### config.mk
export PLATFORM = sky130hd
export DESIGN_NAME = pipelined_parallel_counter
export DESIGN_NICKNAME = d
export VERILOG_FILES = /design/src/rtl/mult_pkg.sv /design/src/rtl/pipelined_parallel_counter_csa_layer.sv /design/src/rtl/pipelined_parallel_counter.sv
export SDC_FILE = /design/constraint.sdc
export NUM_CORES = 1
export LEC_CHECK = 0
export CORE_MARGIN = 5
export CORE_UTILIZATION = 50
export CTS_BUF_LIST = sky130_fd_sc_hd__clkbuf_2 sky130_fd_sc_hd__clkbuf_4 sky130_fd_sc_hd__clkbuf_8
export DETAILED_ROUTE_END_ITERATION = 12
export PLACE_DENSITY = 0.73
export SLEW_MARGIN = 0
export SYNTH_ARGS = -nofsm -noshare
export SYNTH_HDL_FRONTEND = slang
export SYNTH_HIERARCHICAL = 1
export SYNTH_SLANG_ARGS = --single-unit
### constraint.sdc
create_clock -name clk -period 2 [get_ports clk]
set_input_delay 0.3 -clock clk [delete_from_list [all_inputs] [get_ports clk]]
set_output_delay 0.3 -clock clk [all_outputs]
set_load 0.02 [all_outputs]
### src/rtl/mult_pkg.sv
// Shared sizing helpers for the counter / multiplier blocks.
// Count width, carry-save row counts and layer-to-stage split.
package mult_pkg;

   function automatic int clog2(input int v);
      int r;
      for (r = 0; (1 << r) < v; r++) begin
      end
      return r;
   endfunction

   function automatic int cnt_w(input int n);
      return clog2(n + 1);
   endfunction

   function automatic int csa_rows(input int rows);
      return 2 * (rows / 3) + rows % 3;
   endfunction

   function automatic int rows_at(input int n, input int layer);
      int r;
      r = n;
      for (int i = 0; i < layer; i++) r = csa_rows(r);
      return r;
   endfunction

   function automatic int csa_layers(input int n);
      int r;
      int l;
      r = n;
      l = 0;
      for (int i = 0; i < n && r > 2; i++) begin
         r = csa_rows(r);
         l++;
      end
      return l;
   endfunction

   // ops = CSA layers plus the final add, spread evenly
   function automatic int op_stage(input int k, input int nops,
                                   input int stages);
      return (k * stages) / nops;
   endfunction

   function automatic int last_op(input int s, input int nops,
                                  input int stages);
      int r;
      r = -1;
      for (int k = 0; k < nops; k++)
         if (op_stage(k, nops, stages) == s) r = k;
      return r;
   endfunction

endpackage

### src/rtl/pipelined_parallel_counter_csa_layer.sv
// One 3:2 carry-save layer: rows taken in threes through full adders.
// Leftover rows pass through; rows above the result are zero.
module csa_layer
   import mult_pkg::*;
#(
   parameter int W    = 3,
   parameter int RIN  = 6,
   parameter int RMAX = 6
) (
   input  logic [RMAX*W-1:0] rows_in,
   output logic [RMAX*W-1:0] rows_out
);

   localparam int G   = RIN / 3;
   localparam int REM = RIN % 3;

   always_comb begin
      rows_out = '0;
      for (int g = 0; g < G; g++) begin
         rows_out[2*g*W +: W] = rows_in[3*g*W +: W]
                              ^ rows_in[(3*g+1)*W +: W]
                              ^ rows_in[(3*g+2)*W +: W];
         // carry weight is 2; the top carry bit cannot be set
         rows_out[(2*g+1)*W +: W] =
            ((rows_in[3*g*W +: W] & rows_in[(3*g+1)*W +: W])
           | (rows_in[3*g*W +: W] & rows_in[(3*g+2)*W +: W])
           | (rows_in[(3*g+1)*W +: W] & rows_in[(3*g+2)*W +: W]))
            << 1;
      end
      for (int r = 0; r < REM; r++)
         rows_out[(2*G+r)*W +: W] = rows_in[(3*G+r)*W +: W];
   end

   if (RIN < RMAX) begin : g_sink
      logic unused_in;
      assign unused_in = ^rows_in[RMAX*W-1:RIN*W];
   end

endmodule

### src/rtl/pipelined_parallel_counter.sv
// Pipelined popcount: CSA layers then one add, valid/ready output.
// Define PCNT_ACCUM_EN for in_last/out_last and a saturating group sum.
module pipelined_parallel_counter
   import mult_pkg::*;
#(
   parameter int N      = 6,
   parameter int STAGES = 2,
   parameter int ACC_W  = 16
) (
   input  logic                  clk,
   input  logic                  rst,
   input  logic [N-1:0]          in_bits,
   input  logic                  in_valid,
   output logic                  in_ready,
`ifdef PCNT_ACCUM_EN
   input  logic                  in_last,
   output logic                  out_last,
   output logic [ACC_W-1:0]      out_acc,
`endif
   output logic [cnt_w(N)-1:0]   out_count,
   output logic                  out_valid,
   input  logic                  out_ready
);

   localparam int W    = cnt_w(N);
   localparam int L    = csa_layers(N);
   localparam int NOPS = L + 1;
   localparam int RW   = N * W;

   if (N < 3 || STAGES < 1 || STAGES > 4 || ACC_W < 1)
   begin : g_bad_param
      $error("pipelined_parallel_counter: bad parameters");
   end

   logic              advance;
   logic [RW-1:0]     row_in;
   logic [RW-1:0]     op_in  [NOPS];
   logic [RW-1:0]     op_out [NOPS];
   logic [RW-1:0]     st_d   [1:STAGES];
   logic [RW-1:0]     st_q   [1:STAGES];
   logic [STAGES:1]   vld_q;

   assign advance   = !out_valid || out_ready;
   assign in_ready  = advance;
   assign out_valid = vld_q[STAGES];
   assign out_count = st_q[STAGES][W-1:0];

   always_comb begin
      row_in = '0;
      for (int i = 0; i < N; i++)
         row_in[i*W +: W] = {{(W-1){1'b0}}, in_bits[i] & in_valid};
   end

   for (genvar k = 0; k < NOPS; k++) begin : g_op
      localparam int S = op_stage(k, NOPS, STAGES);
      if (k == 0) begin : g_src
         assign op_in[k] = row_in;
      end else if (op_stage(k - 1, NOPS, STAGES) != S) begin : g_src
         assign op_in[k] = st_q[S];
      end else begin : g_src
         assign op_in[k] = op_out[k-1];
      end
      if (k < L) begin : g_csa
         csa_layer #(
            .W    (W),
            .RIN  (rows_at(N, k)),
            .RMAX (N)
         ) u_csa (
            .rows_in  (op_in[k]),
            .rows_out (op_out[k])
         );
      end else begin : g_add
         assign op_out[k] = {{(RW-W){1'b0}},
                             op_in[k][W-1:0] + op_in[k][2*W-1:W]};
      end
   end

   for (genvar s = 1; s <= STAGES; s++) begin : g_st
      localparam int LO = last_op(s - 1, NOPS, STAGES);
      if (LO >= 0) begin : g_d
         assign st_d[s] = op_out[LO];
      end else begin : g_d
         assign st_d[s] = st_q[s-1];
      end
   end

   always_ff @(posedge clk) begin
      if (rst) begin
         vld_q <= '0;
         for (int s = 1; s <= STAGES; s++) st_q[s] <= '0;
      end else if (advance) begin
         vld_q[1] <= in_valid;
         for (int s = 2; s <= STAGES; s++) vld_q[s] <= vld_q[s-1];
         for (int s = 1; s <= STAGES; s++) st_q[s] <= st_d[s];
      end
   end

   logic unused_rows;
   assign unused_rows = ^{st_q[STAGES][RW-1:W], op_in[L][RW-1:2*W]};

`ifdef PCNT_ACCUM_EN
   localparam int SW = ((ACC_W > W) ? ACC_W : W) + 1;

   logic [STAGES:1]   lst_q;
   logic [ACC_W-1:0]  grp_q;
   logic [SW-1:0]     acc_sum;

   assign out_last = lst_q[STAGES];
   assign acc_sum  = SW'(grp_q) + SW'(out_count);
   assign out_acc  = (acc_sum > SW'({ACC_W{1'b1}}))
                   ? {ACC_W{1'b1}} : acc_sum[ACC_W-1:0];

   always_ff @(posedge clk) begin
      if (rst) begin
         lst_q <= '0;
         grp_q <= '0;
      end else begin
         if (advance) begin
            lst_q[1] <= in_last & in_valid;
            for (int s = 2; s <= STAGES; s++) lst_q[s] <= lst_q[s-1];
         end
         if (out_valid && out_ready)
            grp_q <= out_last ? '0 : out_acc;
      end
   end
`endif

endmodule
==> results of run 1 <==
registers in the layout, indices dropped and copies added, names as in the netlist:
register,count
st_q,12
vld_q,2
stage by stage:
step | util (%) | setup TNS (ns) | setup slack [ns] | cells | hold WS [ns]
after global routing | 62.6 | 0 | 0.0247 | 121 | 0.512
after detailed placement | 60.7 | -0.953 | -0.358 | 117 | 0.468
after global placement | 60.7 | -0.842 | -0.316 | 117 | 0.455
final | 62.6 | 0 | 0.0536 | 121 | 0.480
after floorplan | - | 0 | 0.0857 | 81 | 0.372
after CTS | 62.3 | 0 | 0.0407 | 121 | 0.480
power breakdown:
| group | switching (W) | leakage (nW) | internal, W |
|---|---|---|---|
| clock network | 0.0000894 | 0.0184 | 0.0000909 |
| registers | 0.0000169 | 0.156 | 0.000374 |
| logic | 0.000125 | 0.358 | 0.000192 |
final cells by class:
class | count | area (um2) | share of cell area (%)
multi-input combinational | 57 | 566 | 47.0
clock buffer | 4 | 30.0 | 2.50
inverter | 1 | 3.75 | 0.312
sequential | 14 | 400 | 33.3
timing repair buffer | 18 | 169 | 14.0
tap | 27 | 33.8 | 2.81
critical path, stage by stage:
cell and delay, ns:
clkdlybuf4s50_1 0.39, and2_1 0.17, fa_1 0.50, fa_1 0.48, and2_4 0.14
how the worst max path moves through the flow:
stage / start / end / slack, ns / cells after the start
2_1_floorplan: st_q[1][1] / st_q[2][2] / 0.09 / 5
3_3_place_gp: in_valid / st_q[1][0] / -0.32 / 5
3_5_place_dp: in_valid / st_q[1][0] / -0.36 / 5
4_1_cts: st_q[1][7] / st_q[2][2] / 0.04 / 5
5_1_grt: st_q[1][0] / st_q[2][2] / 0.02 / 5
6_report: in_bits[0] / st_q[1][0] / 0.05 / 5
placed cells by master (no fill, tap or decap), drive strengths merged, types with 2 or more instances in the layout:
cell type	count
and2	17
conb	16
clkdlybuf4s50	13
edfxtp	12
fa	9
clkbuf	4
xor3	4
buf	4
nor2	4
dfxtp	2
repair_timing:
action,in CTS,in global routing
endpoints found under the setup margin,3,1
buffers inserted,0,0
pin swaps,1,4
gates resized for setup,2,1
per-layer routing:
| metal | up-vias | GRT usage [%] | wire length [um] |
|---|---|---|---|
| met1 | 235 | 11.0 | 452 |
| met5 | - | 0 | 0 |
| li1 | 246 | - | - |
| met3 | 3 | 1.91 | 51 |
| met4 | 0 | 11.2 | 32 |
| met2 | 14 | 16.1 | 591 |
==> results by group, run 1 <==
Synthesis
  • YS warnings: 6
  • Synth Area per Inst: 14.4 um2
  • Synth Instances: 69
  • Cell Area, Synth: 992 um2

Clocking
  • Worst-path clk slew: 0.08 ns
  • CTS Hold Buffers Added: 0
  • CTS Buf Count: 3
  • CTS tree: built
  • H-tree levels: 1
  • CTS sink cnt: 14
  • Root Buffer: clkbuf_4
  • Clock Tree Buf Depth: 2
  • Clock latency on the worst-skew pair: 0.28 ns

Global route
  • Congestion Overflow GR: 0
  • All-Layer GR Usage: 10.3%
  • First-pass GRT wire length: 2.01 mm
  • Number of global-route vias before repair: 517
  • Initial antenna violation count: 0
  • Pin count of the biggest net entering global routing: 12

Hold path
  • Hold Path Stages: 2
  • Hold WC Path Type: register to register
  • Hold Path End: vld_q[2]
  • Hold Path Origin: vld_q[1]

Setup path
  • Critical Path RT: 2.05 ns
  • Reg-to-Reg End: st_q[2][2]
  • Worst reg-to-reg path cell count: 5
  • Critical path type: input pin to register
  • Startpoint Class: input pin
  • R2R Setup Slk: 0.10 ns
  • CP endpoint kind: register
  • Crit path max fanout: 1
  • CP Data Arrival Time: 1.99 ns
  • Reg2reg start: st_q[1][4]

Floorplanning
  • Row Count: 16
  • Core area: 0.00192 mm2
  • IO Count: 15
  • DIE WIDTH: 54.5 um
  • Die area: 0.00298 mm2
  • Initial core utilization: 51.6%
  • Die H: 54.5 um

Cells and area
  • Area Overhead vs Synth: 21.2%
  • Design area: 0.00120 mm2
  • Fill count: 167
  • Final nets: 115
  • Number of diodes: 0
  • Share of cells above drive strength 1: 24.5%

Timing
  • Final hold violations: 0
  • RSZ-0062 raised after global routing: no
  • Fin crit period: 1.95 ns
  • Setup violators final: 0
  • Fin crit share: 97.3%
  • Highest clock rate: 514 MHz
  • Max-slew violation count: 0
  • Clk_skew: 0.00351 ns

Drt
  • DRT antenna net count: 0
  • DR DRC count: 0
  • Iter 0 DRT Violations: 3
  • Detailed-route via count: 498
  • TritonRoute pass-1 iters: 4
  • Total wire length: 1.13 mm
  • Via density: 4.12
  • Per-cell routed wire length: 9.32 um

Power and ir drop
  • Maximum VDD drop: 0.315 mV
  • Cell Pwr Density: 739 mW/mm2
  • Total power: 0.000888 W
  • Pleak: 0.532 nW

Placed design
  • IO buf count: 14
  • Final GP Congestion: 0.672
  • DP HPWL: 933 um
  • Placed cell area: 0.00117 mm2

Flow run
  • MaxCap Viol Count: 0

Outcome
  • Run status: complete, no violations
Power figures use the tool's default switching activity.
==> run 2: changes to the inputs <==
--- a/config.mk
+++ b/config.mk
@@ -5,13 +5,12 @@
 export SDC_FILE = /design/constraint.sdc
 export NUM_CORES = 1
 export LEC_CHECK = 0
-export CORE_MARGIN = 5
-export CORE_UTILIZATION = 50
+export CORE_AREA = 5 5 42 44
 export CTS_BUF_LIST = sky130_fd_sc_hd__clkbuf_2 sky130_fd_sc_hd__clkbuf_4 sky130_fd_sc_hd__clkbuf_8
 export DETAILED_ROUTE_END_ITERATION = 12
-export PLACE_DENSITY = 0.73
+export DIE_AREA = 0 0 47 49
+export PLACE_DENSITY = 0.66
 export SLEW_MARGIN = 0
 export SYNTH_ARGS = -nofsm -noshare
 export SYNTH_HDL_FRONTEND = slang
-export SYNTH_HIERARCHICAL = 1
 export SYNTH_SLANG_ARGS = --single-unit
==> results by group, run 2 <==
Clocking
  • Clock Tree Buf Depth: 2
  • CTS tree: built
  • Worst-path clk slew: 0.06 ns
  • CTS sink cnt: 9
  • Clock latency on the worst-skew pair: 0.25 ns
  • H-tree levels: 1
  • CTS Buf Count: 3
  • CTS Hold Buffers Added: 0
  • Root Buffer: clkbuf_4

Synthesis
  • Compound-gate portion of the synthesized area: 2.86%
  • Adder-Cell Fraction of Synth Area: 15.1%
  • Simple-Gate Fraction of Synth Area: 24.4%
  • Cell Area, Synth: 482 um2
  • Synth Area per Inst: 13.0 um2
  • Seq/Total Area, Yosys: 51.9%
  • YS warnings: 0
  • FF+latch count, synth: 9
  • Synth area leader: edfxtp_1
  • Post-synthesis mux area share: 0%
  • Post-synthesis xor/xnor area fraction: 0%
  • Synth Instances: 37
  • Synth unique cells: 17
  • EDFF count, synth: 7
  • Synth top cells by count: 7 x edfxtp_1, 6 x nor3b_1, 3 x and2_1, 3 x fa_1, 3 x nand2_1
  • Most used DFF post-synth: edfxtp_1
  • Synth async-reset ratio: 0%
  • Top-area cell type share of the netlist area: 43.6%
  • Syn_nets: 51
  • Dominant cells by area after synthesis: edfxtp_1 44%, fa_1 12%, nor3b_1 9.4%
  • Top-count cell post-synth: edfxtp_1
  • Largest family of logic cells by synthesized area: simple AND/OR/NAND/NOR gates

Global route
  • All-Layer GR Usage: 7.08%
  • Number of global-route vias before repair: 348
  • Pin count of the biggest net entering global routing: 11
  • Congestion Overflow GR: 0
  • Initial antenna violation count: 0
  • First-pass GRT wire length: 1.21 mm

Setup path
  • Critical path type: input pin to primary output
  • CP most frequent cell: clkdlybuf4s50_1
  • CP endpoint kind: primary output
  • Startpoint Class: input pin
  • Critical Path RT: 1.70 ns
  • Worst stage delay on the critical path: 0.59 ns
  • Crit path max fanout: 2
  • Worst reg-to-reg path cell count: 2
  • Slowest stage cell on the critical path: clkdlybuf4s50_1
  • CP Data Arrival Time: 1.54 ns
  • Critical path, cell by cell: clkdlybuf4s50_1, nor2b_4, inv_2, clkdlybuf4s50_1

Timing
  • Slew @ Worst Pin: 0.333 ns
  • Setup violators final: 0
  • Max-slew violation count: 0
  • Clk_skew: 0.00204 ns
  • Fin crit period: 1.84 ns
  • Final hold violations: 0
  • Worst Slack Setup Final: 0.157 ns
  • Fin crit share: 92.2%
  • WHS: 0.475 ns
  • RSZ-0062 raised after global routing: no
  • Highest clock rate: 543 MHz
  • Max_slew headroom: 77.8%

Cells and area
  • Final nets: 71
  • Largest Register: st_q
  • Biggest regs: st_q (7), vld_q (2)
  • Commonest cells after routing, fill and taps aside: 13 x clkdlybuf4s50_1, 7 x edfxtp_1, 6 x nor3b_1, 4 x clkbuf_4
  • Number of diodes: 0
  • Area Overhead vs Synth: 41.3%
  • Layout Cells excl Fill: 72
  • Post-route core utilization: 48.6%
  • Share of cells above drive strength 1: 17.9%
  • Number of flip-flops in the largest register: 7
  • Commonest non-fill, non-tap cell in the layout: clkdlybuf4s50_1

Drt
  • DRT antenna net count: 0
  • Via density: 4.43
  • Per-cell routed wire length: 10.4 um
  • Total wire length: 752 um
  • Iter 0 DRT Violations: 3
  • DR DRC count: 0
  • Detailed-route via count: 319
  • TritonRoute pass-1 iters: 2

Outcome
  • Run status: complete, no violations

Placed design
  • DP Cell Count: 68
  • Final GP Congestion: 0.667
  • IO buf count: 14
  • Setup WS pre-CTS: -0.238 ns
  • DP HPWL: 570 um

Floorplanning
  • Core area: 0.00140 mm2
  • Die H: 49 um
  • Die area: 0.00230 mm2
  • Initial core utilization: 34.4%
  • DIE WIDTH: 47 um
  • IO Count: 15
  • Row Count: 14

Power and ir drop
  • Switching share of power: 21.7%
  • Switching power: 0.000100 W
  • Logic pwr share: 19.4%
  • Clock Power Share: 31.7%
  • Maximum VDD drop: 0.235 mV
  • Pint: 0.000363 W
  • Cell Pwr Density: 680 mW/mm2
  • Pleak: 0.276 nW
  • Share of power burned in registers: 48.9%

Hold path
  • Hold Path Stages: 2
  • Hold WC Path Type: register to register

Flow run
  • MaxCap Viol Count: 0
## run 2: cell families after synthesis
kind of cell / after synthesis
compound gates: 2
fa+ha+maj: 4
buf+inv: 5
flops: 9
simple gates: 17
## run 2: metal layers
metal  part of all wire [%]  up-vias  global-route usage (%)
li1                       -      163                       -
met1                     42      146                    7.37
met2                     51       10                    12.4
met3                    7.0        0                       0
met4                      0        0                    5.53
met5                      0        -                       0
## run 2: cell type report
cell class / instances / area (um2)
tap: 16 / 20.0
fill: 134 / 721
clock buffer: 4 / 30.0
sequential: 9 / 250
inverter: 3 / 11.3
timing repair buffer: 17 / 165
multi-input combinational: 23 / 204
## run 2: path summary, 6_finish.rpt
kind / from / end / slack (ns)
worst min-delay path: vld_q[1] / vld_q[2] / 0.48
worst min register to register: vld_q[1] / vld_q[2] / 0.48
worst max register to register: st_q[1][1] / st_q[2][1] / 0.73
worst max-delay path: out_ready / in_ready / 0.16
## run 2: through the flow
stage          total power, W  setup TNS (ns)  cell area, um2
2_1_floorplan        0.000276               0             482
3_3_place_gp         0.000318          -0.291             648
3_5_place_dp         0.000322          -0.360             648
4_1_cts              0.000469               0             678
5_1_grt              0.000490               0             681
6_report             0.000463               0             681
## run 2: power groups by stage
stage          Sequential (W)  Combinational [W]  Clock (W)
2_1_floorplan        0.000238          0.0000372          0
3_3_place_gp         0.000230          0.0000889          0
3_5_place_dp         0.000230          0.0000918          0
4_1_cts              0.000226          0.0000922   0.000151
5_1_grt              0.000227           0.000100   0.000162
6_report             0.000226          0.0000898   0.000147
## run 2: timing repair
item / 4_1_cts / 5_1_grt
endpoints found under the setup margin: 0 / 1
setup buffers: 0 / 0
gates resized for setup: 0 / 1
## run 2: worst max-delay path: cells and delay by family
kind          cells  cell delay (ns)
buf+inv           3             1.18
simple gates      1             0.06
==> run 3: changes to the inputs <==
--- a/config.mk
+++ b/config.mk
@@ -9,6 +9,7 @@
 export CTS_BUF_LIST = sky130_fd_sc_hd__clkbuf_2 sky130_fd_sc_hd__clkbuf_4 sky130_fd_sc_hd__clkbuf_8
 export DETAILED_ROUTE_END_ITERATION = 12
 export DIE_AREA = 0 0 47 49
+export GPL_TIMING_DRIVEN = 0
 export PLACE_DENSITY = 0.66
 export SLEW_MARGIN = 0
 export SYNTH_ARGS = -nofsm -noshare
==> results by group, run 3 (synthesis gave the netlist of run 2 again) <==
Outcome
  • Run status: complete, no violations

Global route
  • Initial antenna violation count: 0
  • Pin count of the biggest net entering global routing: 11
  • All-Layer GR Usage: 7.42%
  • Number of global-route vias before repair: 300
  • First-pass GRT wire length: 1.18 mm
  • Congestion Overflow GR: 0

Hold path
  • Hold Path Origin: vld_q[1]
  • Hold Path End: vld_q[2]
  • Hold WC Path Type: register to register
  • Hold Path Stages: 2

Power and ir drop
  • Logic pwr share: 18.8%
  • Switching share of power: 22.4%
  • Switching power: 0.000104 W
  • Pint: 0.000361 W
  • Maximum VDD drop: 0.306 mV
  • Cell Pwr Density: 692 mW/mm2
  • Clock Power Share: 32.7%
  • Pleak: 0.262 nW
  • Share of power burned in registers: 48.5%

Flow run
  • MaxCap Viol Count: 0

Timing
  • Max-slew violation count: 0
  • WHS: 0.456 ns
  • Highest clock rate: 511 MHz
  • Slew @ Worst Pin: 0.327 ns
  • Fin crit share: 97.9%
  • Fin crit period: 1.96 ns
  • Setup violators final: 0
  • RSZ-0062 raised after global routing: no
  • Final hold violations: 0
  • Max_slew headroom: 78.2%
  • Clk_skew: 0.00441 ns

Cells and area
  • Commonest cells after routing, fill and taps aside: 14 x clkdlybuf4s50_1, 7 x edfxtp_1, 6 x nor3b_1, 4 x clkbuf_4
  • Register area: 250 um2
  • Number of diodes: 0
  • Layout Cells excl Fill: 71
  • Fill count: 139
  • Final nets: 70
  • Biggest regs: st_q (7), vld_q (2)
  • Area Overhead vs Synth: 39.5%
  • Area of the multi-input gates: 204 um2
  • Commonest non-fill, non-tap cell in the layout: clkdlybuf4s50_1
  • Share of cells above drive strength 1: 16.4%
  • Number of flip-flops in the largest register: 7
  • Largest Register: st_q

Clocking
  • CTS Hold Buffers Added: 0
  • CTS sink cnt: 9
  • CTS Buf Count: 3
  • Post-CTS resize count: 0
  • CTS tree: built
  • Clock latency on the worst-skew pair: 0.26 ns
  • Root Buffer: clkbuf_4
  • Worst-path clk slew: 0.06 ns
  • Post-CTS Setup Inserts: 0
  • H-tree levels: 1
  • Clock Tree Buf Depth: 2

Setup path
  • Worst reg-to-reg path cell count: 2
  • Critical path type: input pin to primary output
  • CP Data Arrival Time: 1.66 ns
  • Startpoint Class: input pin
  • CP endpoint kind: primary output
  • R2R Setup Slk: 0.75 ns
  • Critical Path RT: 1.70 ns
  • Reg-to-Reg End: st_q[2][1]
  • Crit path max fanout: 10
  • Reg2reg start: st_q[1][1]

Placed design
  • DP Cell Count: 67
  • IO buf count: 14
  • Final GP Congestion: 0.685
  • DP HPWL: 595 um

Drt
  • DRT antenna net count: 0
  • DR DRC count: 0
  • Iter 0 DRT Violations: 2
  • Per-cell routed wire length: 10.9 um
  • Total wire length: 776 um
  • TritonRoute pass-1 iters: 4
  • Detailed-route via count: 317
  • Via density: 4.46

Floorplanning
  • Row Count: 14
  • Initial core utilization: 34.4%
  • Die area: 0.00230 mm2
  • Core area: 0.00140 mm2
  • DIE WIDTH: 47 um
  • Die H: 49 um
  • IO Count: 15
-- run 3: worst max path at each step --
stage                    start    endpoint  slack [ns]  cells after the start
floorplan           in_bits[3]  st_q[1][0]        0.43                      4
global placement      in_valid  st_q[1][0]       -0.22                      6
detailed placement    in_valid  st_q[1][0]       -0.23                      6
CTS                  out_ready    in_ready        0.04                      5
global route         out_ready    in_ready       0.007                      5
finish               out_ready    in_ready        0.04                      5
-- run 3: power groups by stage --
stage / sequential, W / combinational [W] / clock (W)
floorplan: 0.000238 / 0.0000372 / 0
global placement: 0.000229 / 0.0000863 / 0
detailed placement: 0.000230 / 0.0000885 / 0
CTS: 0.000226 / 0.0000892 / 0.000158
global route: 0.000227 / 0.0000952 / 0.000167
finish: 0.000226 / 0.0000874 / 0.000152
-- run 3: metrics by stage --
stage	area (um2)	setup TNS (ns)	util [%]	total power [W]	setup slack, ns
floorplan	482	0	-	0.000276	0.426
global placement	642	-0.328	45.8	0.000316	-0.218
detailed placement	642	-0.352	45.8	0.000319	-0.231
CTS	672	0	47.9	0.000474	0.0361
global route	672	0	47.9	0.000489	0.00673
finish	672	0	47.9	0.000465	0.0429
-- run 3: layout make-up --
class | instances | share of cell area [%]
tap | 16 | 2.98
multi-input combinational | 23 | 30.4
sequential | 9 | 37.2
inverter | 3 | 1.68
buffer | 2 | 2.42
timing repair buffer | 14 | 20.9
clock buffer | 4 | 4.47
-- run 3: layer usage --
layer	wire (um)	part of all wire [%]	track usage (%)	vias up
met3	69	8.9	0	0
met4	0	0	9.68	0
li1	-	-	-	162
met2	376	48	10.2	14
met1	330	43	8.72	141
met5	0	0	0	-
-- run 3: worst max-delay path: stages --
cell	delay (ns)
clkdlybuf4s50_1	0.52
nor2b_4	0.05
buf_6	0.13
inv_2	0.06
clkdlybuf4s50_1	0.59
